**src/rtl/temp_pkg.sv**
```systemverilog
// temp_pkg: types and constants shared by the temperature FIFO
// writer (clk_1 domain) and the averaging reader (clk_2 domain).
package temp_pkg;

  localparam int TEMP_DATA_W = 8;

  typedef enum logic [2:0] {
    S_IDLE,
    S_CONVERT,
    S_SHIFT,
    S_WRITE,
    S_DONE
  } state_e;

endpackage

```
**src/rtl/sclk_gen.sv**
```systemverilog
// sclk_gen: ADC serial clock, low then high for SCLK_DIV/2 cycles
// each, for bits_i periods while en_i; pulses on rise and last high.
module sclk_gen #(
  parameter  int DATA_W   = 8,
  parameter  int SCLK_DIV = 4,
  localparam int BW       = $clog2(DATA_W + 1),
  localparam int DW       = $clog2(SCLK_DIV)
) (
  input  logic          clk,
  input  logic          rst_n,
  input  logic          en_i,
  input  logic [BW-1:0] bits_i,
  output logic          sclk_o,
  output logic          rise_o,
  output logic          done_o
);

  localparam logic [DW-1:0] HALF = DW'(SCLK_DIV / 2);
  localparam logic [DW-1:0] LAST = DW'(SCLK_DIV - 1);
  localparam logic [BW-1:0] ONE  = BW'(1);

  logic [DW-1:0] div_q, div_d;
  logic [BW-1:0] bit_q, bit_d;

  always_ff @(posedge clk or negedge rst_n) begin
    if (!rst_n) begin
      div_q <= '0;
      bit_q <= '0;
    end else begin
      div_q <= div_d;
      bit_q <= bit_d;
    end
  end

  always_comb begin
    div_d = div_q;
    bit_d = bit_q;
    if (!en_i) begin
      div_d = '0;
      bit_d = '0;
    end else if (div_q == LAST) begin
      div_d = '0;
      bit_d = bit_q + ONE;
    end else begin
      div_d = div_q + 1'b1;
    end
  end

  assign sclk_o = en_i && (div_q >= HALF);
  assign rise_o = en_i && (div_q == HALF);
  assign done_o = en_i && (div_q == LAST)
                       && (bit_q == bits_i - ONE);

endmodule

```
**src/rtl/temp_sample_writer.sv**
```systemverilog
// temp_sample_writer: serial ADC burst reader feeding the temp FIFO.
// TEMP_WRITER_DROP_ON_FULL_EN: drop readings on full instead of stalling.
module temp_sample_writer
  import temp_pkg::*;
#(
  parameter int DATA_W      = TEMP_DATA_W,
  parameter int BURST       = 4,
  parameter int SCLK_DIV    = 4,
  parameter int CONV_CYCLES = 16
) (
  input  logic              clk_1,
  input  logic              reset_n,
  input  logic              start,
  input  logic              adc_sdo,
  output logic              adc_cs_n,
  output logic              adc_sclk,
  input  logic              fifo_full,
  output logic              wr,
  output logic [DATA_W-1:0] data_out,
  output logic              busy,
  output logic              burst_done,
  output logic [7:0]        drop_count
);

  localparam int CW = $clog2(CONV_CYCLES + 1);
  localparam int NW = $clog2(BURST + 1);
  localparam int BW = $clog2(DATA_W + 1);
  localparam logic [BW-1:0] NBITS = BW'(DATA_W);

  state_e            state_q, state_d;
  logic [CW-1:0]     conv_q, conv_d;
  logic [NW-1:0]     cnt_q, cnt_d;
  logic [DATA_W-1:0] shift_q, shift_d;
  logic [DATA_W-1:0] last_q, last_d;
  logic              sclk_rise, sclk_done;
  logic              do_wr, do_drop;

  sclk_gen #(
    .DATA_W   (DATA_W),
    .SCLK_DIV (SCLK_DIV)
  ) u_sclk (
    .clk    (clk_1),
    .rst_n  (reset_n),
    .en_i   (state_q == S_SHIFT),
    .bits_i (NBITS),
    .sclk_o (adc_sclk),
    .rise_o (sclk_rise),
    .done_o (sclk_done)
  );

  always_ff @(posedge clk_1 or negedge reset_n) begin
    if (!reset_n) begin
      state_q <= S_IDLE;
      conv_q  <= '0;
      cnt_q   <= '0;
      shift_q <= '0;
      last_q  <= '0;
    end else begin
      state_q <= state_d;
      conv_q  <= conv_d;
      cnt_q   <= cnt_d;
      shift_q <= shift_d;
      last_q  <= last_d;
    end
  end

  always_comb begin
    state_d = state_q;
    conv_d  = conv_q;
    cnt_d   = cnt_q;
    shift_d = shift_q;
    last_d  = last_q;
    do_wr   = 1'b0;
    do_drop = 1'b0;
    unique case (state_q)
      S_IDLE: begin
        if (start) begin
          state_d = S_CONVERT;
          conv_d  = '0;
          cnt_d   = '0;
        end
      end
      S_CONVERT: begin
        if (conv_q == CW'(CONV_CYCLES - 1)) begin
          state_d = S_SHIFT;
          conv_d  = '0;
        end else begin
          conv_d = conv_q + 1'b1;
        end
      end
      S_SHIFT: begin
        if (sclk_rise)
          shift_d = {shift_q[DATA_W-2:0], adc_sdo};
        if (sclk_done)
          state_d = S_WRITE;
      end
      S_WRITE: begin
        do_wr = !fifo_full;
`ifdef TEMP_WRITER_DROP_ON_FULL_EN
        do_drop = fifo_full;
`endif
        if (do_wr || do_drop) begin
          cnt_d  = cnt_q + 1'b1;
          conv_d = '0;
          if (do_wr)
            last_d = shift_q;
          if (cnt_q == NW'(BURST - 1))
            state_d = S_DONE;
          else
            state_d = S_CONVERT;
        end
      end
      S_DONE: state_d = S_IDLE;
      default: state_d = S_IDLE;
    endcase
  end

`ifdef TEMP_WRITER_DROP_ON_FULL_EN
  logic [7:0] drop_q;

  always_ff @(posedge clk_1 or negedge reset_n) begin
    if (!reset_n)
      drop_q <= '0;
    else if (do_drop && drop_q != 8'hFF)
      drop_q <= drop_q + 8'd1;
  end

  assign drop_count = drop_q;
`else
  assign drop_count = '0;
`endif

  // cs_n is high in WRITE so the ADC can start its next conversion
  assign adc_cs_n   = !(state_q == S_CONVERT || state_q == S_SHIFT);
  assign wr         = do_wr;
  assign data_out   = do_wr ? shift_q : last_q;
  assign busy       = (state_q != S_IDLE);
  assign burst_done = (state_q == S_DONE);

endmodule

```
**config.mk**
```make
export PLATFORM = sky130hd
export DESIGN_NAME = temp_sample_writer
export DESIGN_NICKNAME = d
export VERILOG_FILES = /design/src/rtl/temp_pkg.sv /design/src/rtl/sclk_gen.sv /design/src/rtl/temp_sample_writer.sv
export SDC_FILE = /design/constraint.sdc
export NUM_CORES = 1
export LEC_CHECK = 0
export ABC_AREA = 0
export CORE_ASPECT_RATIO = 1.4
export CORE_MARGIN = 2
export CORE_UTILIZATION = 37
export DETAILED_ROUTE_END_ITERATION = 12
export DONT_BUFFER_PORTS = 1
export PLACE_DENSITY = 0.59
export SLEW_MARGIN = 20
export SYNTH_ARGS = -nofsm -noshare
export SYNTH_HDL_FRONTEND = slang
export SYNTH_HIERARCHICAL = 1
export SYNTH_SLANG_ARGS = --single-unit
```
**constraint.sdc**
```tcl
create_clock -name clk_1 -period 3.7 [get_ports clk_1]
set_input_delay 0 -clock clk_1 [delete_from_list [all_inputs] [get_ports clk_1]]
set_output_delay 0 -clock clk_1 [all_outputs]
set_load 0.1 [all_outputs]
```
======== Yosys cells after proc, flatten, opt, wreduce, memory -nomap -nowiden ========
Cells that the tools add are included.
word-level totals
  bits in registers ....................... 33
  bits of input ports ..................... 5
cells by class
  add/sub/neg operators ................... 4
  $lt $le $gt $ge ......................... 1
  equality and inequality tests ........... 14
  muxes and demuxes ....................... 19
  bitwise logic cells ..................... 1
  reductions and logical operators ........ 16
operator list
  operator                                                          number
  3-bit 2-to-1 mux                                                  7
  5-bit 2-to-1 mux                                                  3
  5-bit case mux with 3 select lines                                1
  3-bit case mux with 4 select lines                                1
  2-bit inequality test (second input constant)                     5
  3-bit by 2-bit == test with 1-bit output (second input constant)  3
  4-bit 2-to-1 mux                                                  2
  8-bit 2-to-1 mux                                                  1
  3-bit case mux with 2 select lines                                1
  3-bit AND reduction                                               2
  3-bit nonzero test                                                2
  5-bit by 1-bit adder with 5-bit output (second input constant)    1
  5-bit by 4-bit == test with 1-bit output (second input constant)  1
  4-bit by 1-bit adder with 4-bit output (second input constant)    1
  2-bit == test (second input constant)                             2
  4-bit by 3-bit == test with 1-bit output (second input constant)  1
  1-bit logical AND                                                 4
  2-bit 2-to-1 mux                                                  2
  2-bit AND reduction                                               2
  4-bit AND reduction                                               1
  3-bit by 1-bit adder with 3-bit output (second input constant)    1
  3-bit by 1-bit == test with 1-bit output (second input constant)  1
  3-bit == test (second input constant)                             1
  3-bit logical NOT                                                 1
  other kinds (7)                                                   8

======== Longest topological paths before layout ========
  depth after elaboration ................. 5
  depth in mapped cells ................... 8

======== Modules after synthesis ========
Netlist, hierarchy kept.
by module, submodules not included
  module              times used  cells an instance  area an instance (sq um)  sequential area each (sq um)
  temp_sample_writer  1           114                1406.3                    675.6
  sclk_gen            1           35                 394.1                     150.1

======== Worst setup path before layout ========
OpenSTA, ideal clock, no wires.
  path kind ............................... register to output
  start ................................... register state_q[2]
  end ..................................... output port burst_done
  arrival ................................. 2.826 ns
  data required time ...................... 3.700 ns
  path slack .............................. 0.874 ns
  stages on the path, launching flop included .. 3
  buffers on the path ..................... 1
  path through ............................ dfrtp_1 -> buf_2 -> nor3b_1
on the way
  word-level cells in the longest chain between the ends .. 1
ends and longest elaborated chain
  what                      RTL line                   text
  start: declaration        temp_sample_writer.sv:30   state_e state_q, state_d;
  start signal: assignment  temp_sample_writer.sv:59   state_q <= state_d;
  3-bit == test             temp_sample_writer.sv:138  assign burst_done = (state_q == S_DONE);
  end: declaration          temp_sample_writer.sv:21   output logic burst_done,
No other way between the ends.

======== Worst setup path in the final report ========
  start ................................... register state_q[1]
  end ..................................... output port adc_sclk
on the way
  word-level cells in the longest chain between the ends .. 2
ends and longest elaborated chain
  what                                      RTL line                  text
  3-bit by 2-bit == test with 1-bit output  temp_sample_writer.sv:44  .en_i (state_q == S_SHIFT),
  1-bit logical AND                         sclk_gen.sv:49            assign sclk_o = en_i && (div_q >= HALF);
  end: declaration                          temp_sample_writer.sv:16  output logic adc_sclk,
No other way between the ends.

==> run metrics <==
Final Slew Violations=0; CP Data Arrival Time=2220 ps; Worst-Margin Slew=944.6 ps; Port Buffers=0; flop and latch count out of synthesis=33; Final min period=2221 ps; vias in the first global route=1036; CTS root buf=clkbuf_8; Worst setup startpoint=state_q[1]$_DFFE_PN0P_; Die W=62.96 um; CTS buffer count=5; Avg Cell Area, Syn=12.08 um2; FFs w/ async S/R, synth=1.000; CP max FO=16; Register Area=825.8 um2; share of layout cells above drive strength 1=0.2209; Starting Density=0.3777; Cells after Synth=149; residual DRC count=0; CP max-delay cell=o21a_1; wirelength, routed=2.735 mm; Cell Area, Synth=1800 um2; CP endpoint=adc_sclk; worst r2r src=state_q[1]$_DFFE_PN0P_; synth warn=6; FILL cells=449; setup TNS=0 ps; final setup fails=0; CP endpoint kind=output pin; chip height=86.54 um; clock slew at reported path FFs=70 ps; Worst Hold Class=primary input to flop; Peak VDD IR=0.1736 mV; I/O pin count=26; largest net degree at the start of global routing=34; CP required=3700 ps; commonest non-fill, non-tap cell in the layout=dfrtp_1; Worst Path Class, Setup=flop to output pin; crit path cell chain=nor3b_2, o21a_1; Cell Pwr Density=604.9 nW/um2; count of cell types in the netlist=46; first-pass GRT wire length=4.685 mm; Slowest Stage Delay on Critical Path=830 ps; Final Core Density=0.4234; Total GRT Usage=0.1104; maximum clock rate=0.4503 GHz; total congestion overflow=0; RSZ-0062 raised after global routing=no; R2R cell count=6; placement row count=30; final hold violation count=0; Post-synth EDFFs=0; 1st-pass router iterations=4; final layout net count=174; sequential area share after synthesis=0.4587; wire length per cell=12.05 um; crit path launch type=flop; hpwl dp=2.004 mm; clock skew=5.055 ps; RePlAce Congestion=0.7112; initial antenna violation count=0; clk_lat worst skew=270 ps; Clock Sinks=33; vias per cell=4.626; htree depth=2; area delta synth->final=12.09%; CTS Buffer Depth=2; Vias=1050; Final period util=0.6002; diodes inserted=0; Leak=0.9238 nW; status=complete, no violations; RR Endpoint=state_q[2]$_DFFE_PN0P_; Top FF cell, synth=dfrtp_1; worst relative slew slack=0.3749; Detailed Route Iter0 Violations=57; flop2flop setup slack=1530 ps; Post-CTS Setup Bufs=0; ANT nets after route=0; MaxCap Viol Count=0; DIE AREA=5448 um2; post-cts resize count=0; core box area=4767 um2; multi-input logic area=885.9 um2; TritonCTS clock tree=done; commonest non-fill, non-tap cells in the layout=dfrtp_1 (33), conb_1 (16), mux2_4 (14)
## flip-flops by register name (all words and copies together) (netlist names)
name          flops
u_sclk/bit_q      4
shift_q           8
conv_q            5
u_sclk/div_q      2
state_q           3
cnt_q             3
last_q            8
## critical path, delay by kind of cell (launching register included)
kind	cells	cell delay, ps
simple gates	1	510
flops	1	600
compound gates	1	830
## per-stage QoR
| stage | setup WS, ps | hold WS (ps) | area (um2) | power [mW] | std cells |
|---|---|---|---|---|---|
| 3_5_place_dp | 1534 | -294.6 | 1862 | 0.8801 | 216 |
| 5_1_grt | 1248 | 33.34 | 2018 | 1.281 | 227 |
| 2_1_floorplan | 873.5 | -295.6 | 1853 | 0.8534 | 163 |
| 3_3_place_gp | 1660 | -294.7 | 1862 | 0.8669 | 216 |
| 6_report | 1479 | 23.56 | 2018 | 1.221 | 227 |
| 4_1_cts | 1447 | 17.69 | 2018 | 1.237 | 227 |
## report_power, final
| part | total (mW) | internal [mW] | leakage, nW | switching (mW) |
|---|---|---|---|---|
| Clock | 0.338 | 0.219 | 0.0585 | 0.118 |
| Combinational | 0.413 | 0.107 | 0.417 | 0.306 |
| Sequential | 0.470 | 0.414 | 0.448 | 0.0559 |
## worst min-delay path by stage
stage	start	to	slack, ps	cells after the start
6_report	fifo_full	state_q[0]$_DFFE_PN0P_	20	3
5_1_grt	fifo_full	state_q[0]$_DFFE_PN0P_	30	3
4_1_cts	fifo_full	state_q[0]$_DFFE_PN0P_	20	3
3_5_place_dp	reset_n	conv_q[2]$_DFFE_PN0P_	-290	0
3_3_place_gp	reset_n	conv_q[2]$_DFFE_PN0P_	-290	0
2_1_floorplan	reset_n	cnt_q[0]$_DFFE_PN0P_	-300	0
## cells by family after synthesis
family | Yosys count | synth area share
XOR/XNOR | 9 | 0.04795
flip-flops | 33 | 0.4587
adder cells (fa/ha/maj) | 7 | 0.04864
AO/OA/AOI/OAI | 20 | 0.07784
multiplexers | 19 | 0.1459
buffers and inverters | 23 | 0.08130
other | 2 | 0.004171
AND/OR/NAND/NOR | 36 | 0.1355
## layer usage
layer | share of wire | wire, um | up-vias | GRT usage
li1 | - | - | 512 | -
met3 | 0.047 | 128 | 4 | 0.03247
met5 | 0 | 0 | - | 0
met2 | 0.52 | 1426 | 21 | 0.1905
met1 | 0.42 | 1146 | 513 | 0.1240
met4 | 0.012 | 34 | 0 | 0.05455
## layout make-up
class	count	area share
sequential	33	0.4092
clock buffer	7	0.04278
inverter	10	0.01860
clock inverter	1	0.01488
timing repair buffer	5	0.03596
multi-input combinational	107	0.4389
tap	64	0.03968
## synth_stat cells, drive strengths merged, types with 4 or more instances
| library cell | count | area [um2] |
|---|---|---|
| mux2 | 16 | 232.7 |
| nand2 | 4 | 15.01 |
| a21oi | 5 | 28.78 |
| nor2b | 4 | 25.02 |
| buf | 13 | 108.9 |
| inv | 10 | 37.53 |
| nand2b | 6 | 37.54 |
| ha | 7 | 87.58 |
| xnor2 | 7 | 68.82 |
| o22ai | 4 | 25.02 |
| and2 | 5 | 33.78 |
| dfrtp | 33 | 825.8 |
## repair_timing
| action | CTS | global route |
|---|---|---|
| endpoints found under the setup margin | 0 | 0 |
| hold endpoints to repair | 34 | 0 |
| hold buffers | 3 | 0 |
Note: power is estimated with default switching activity, not from simulation.
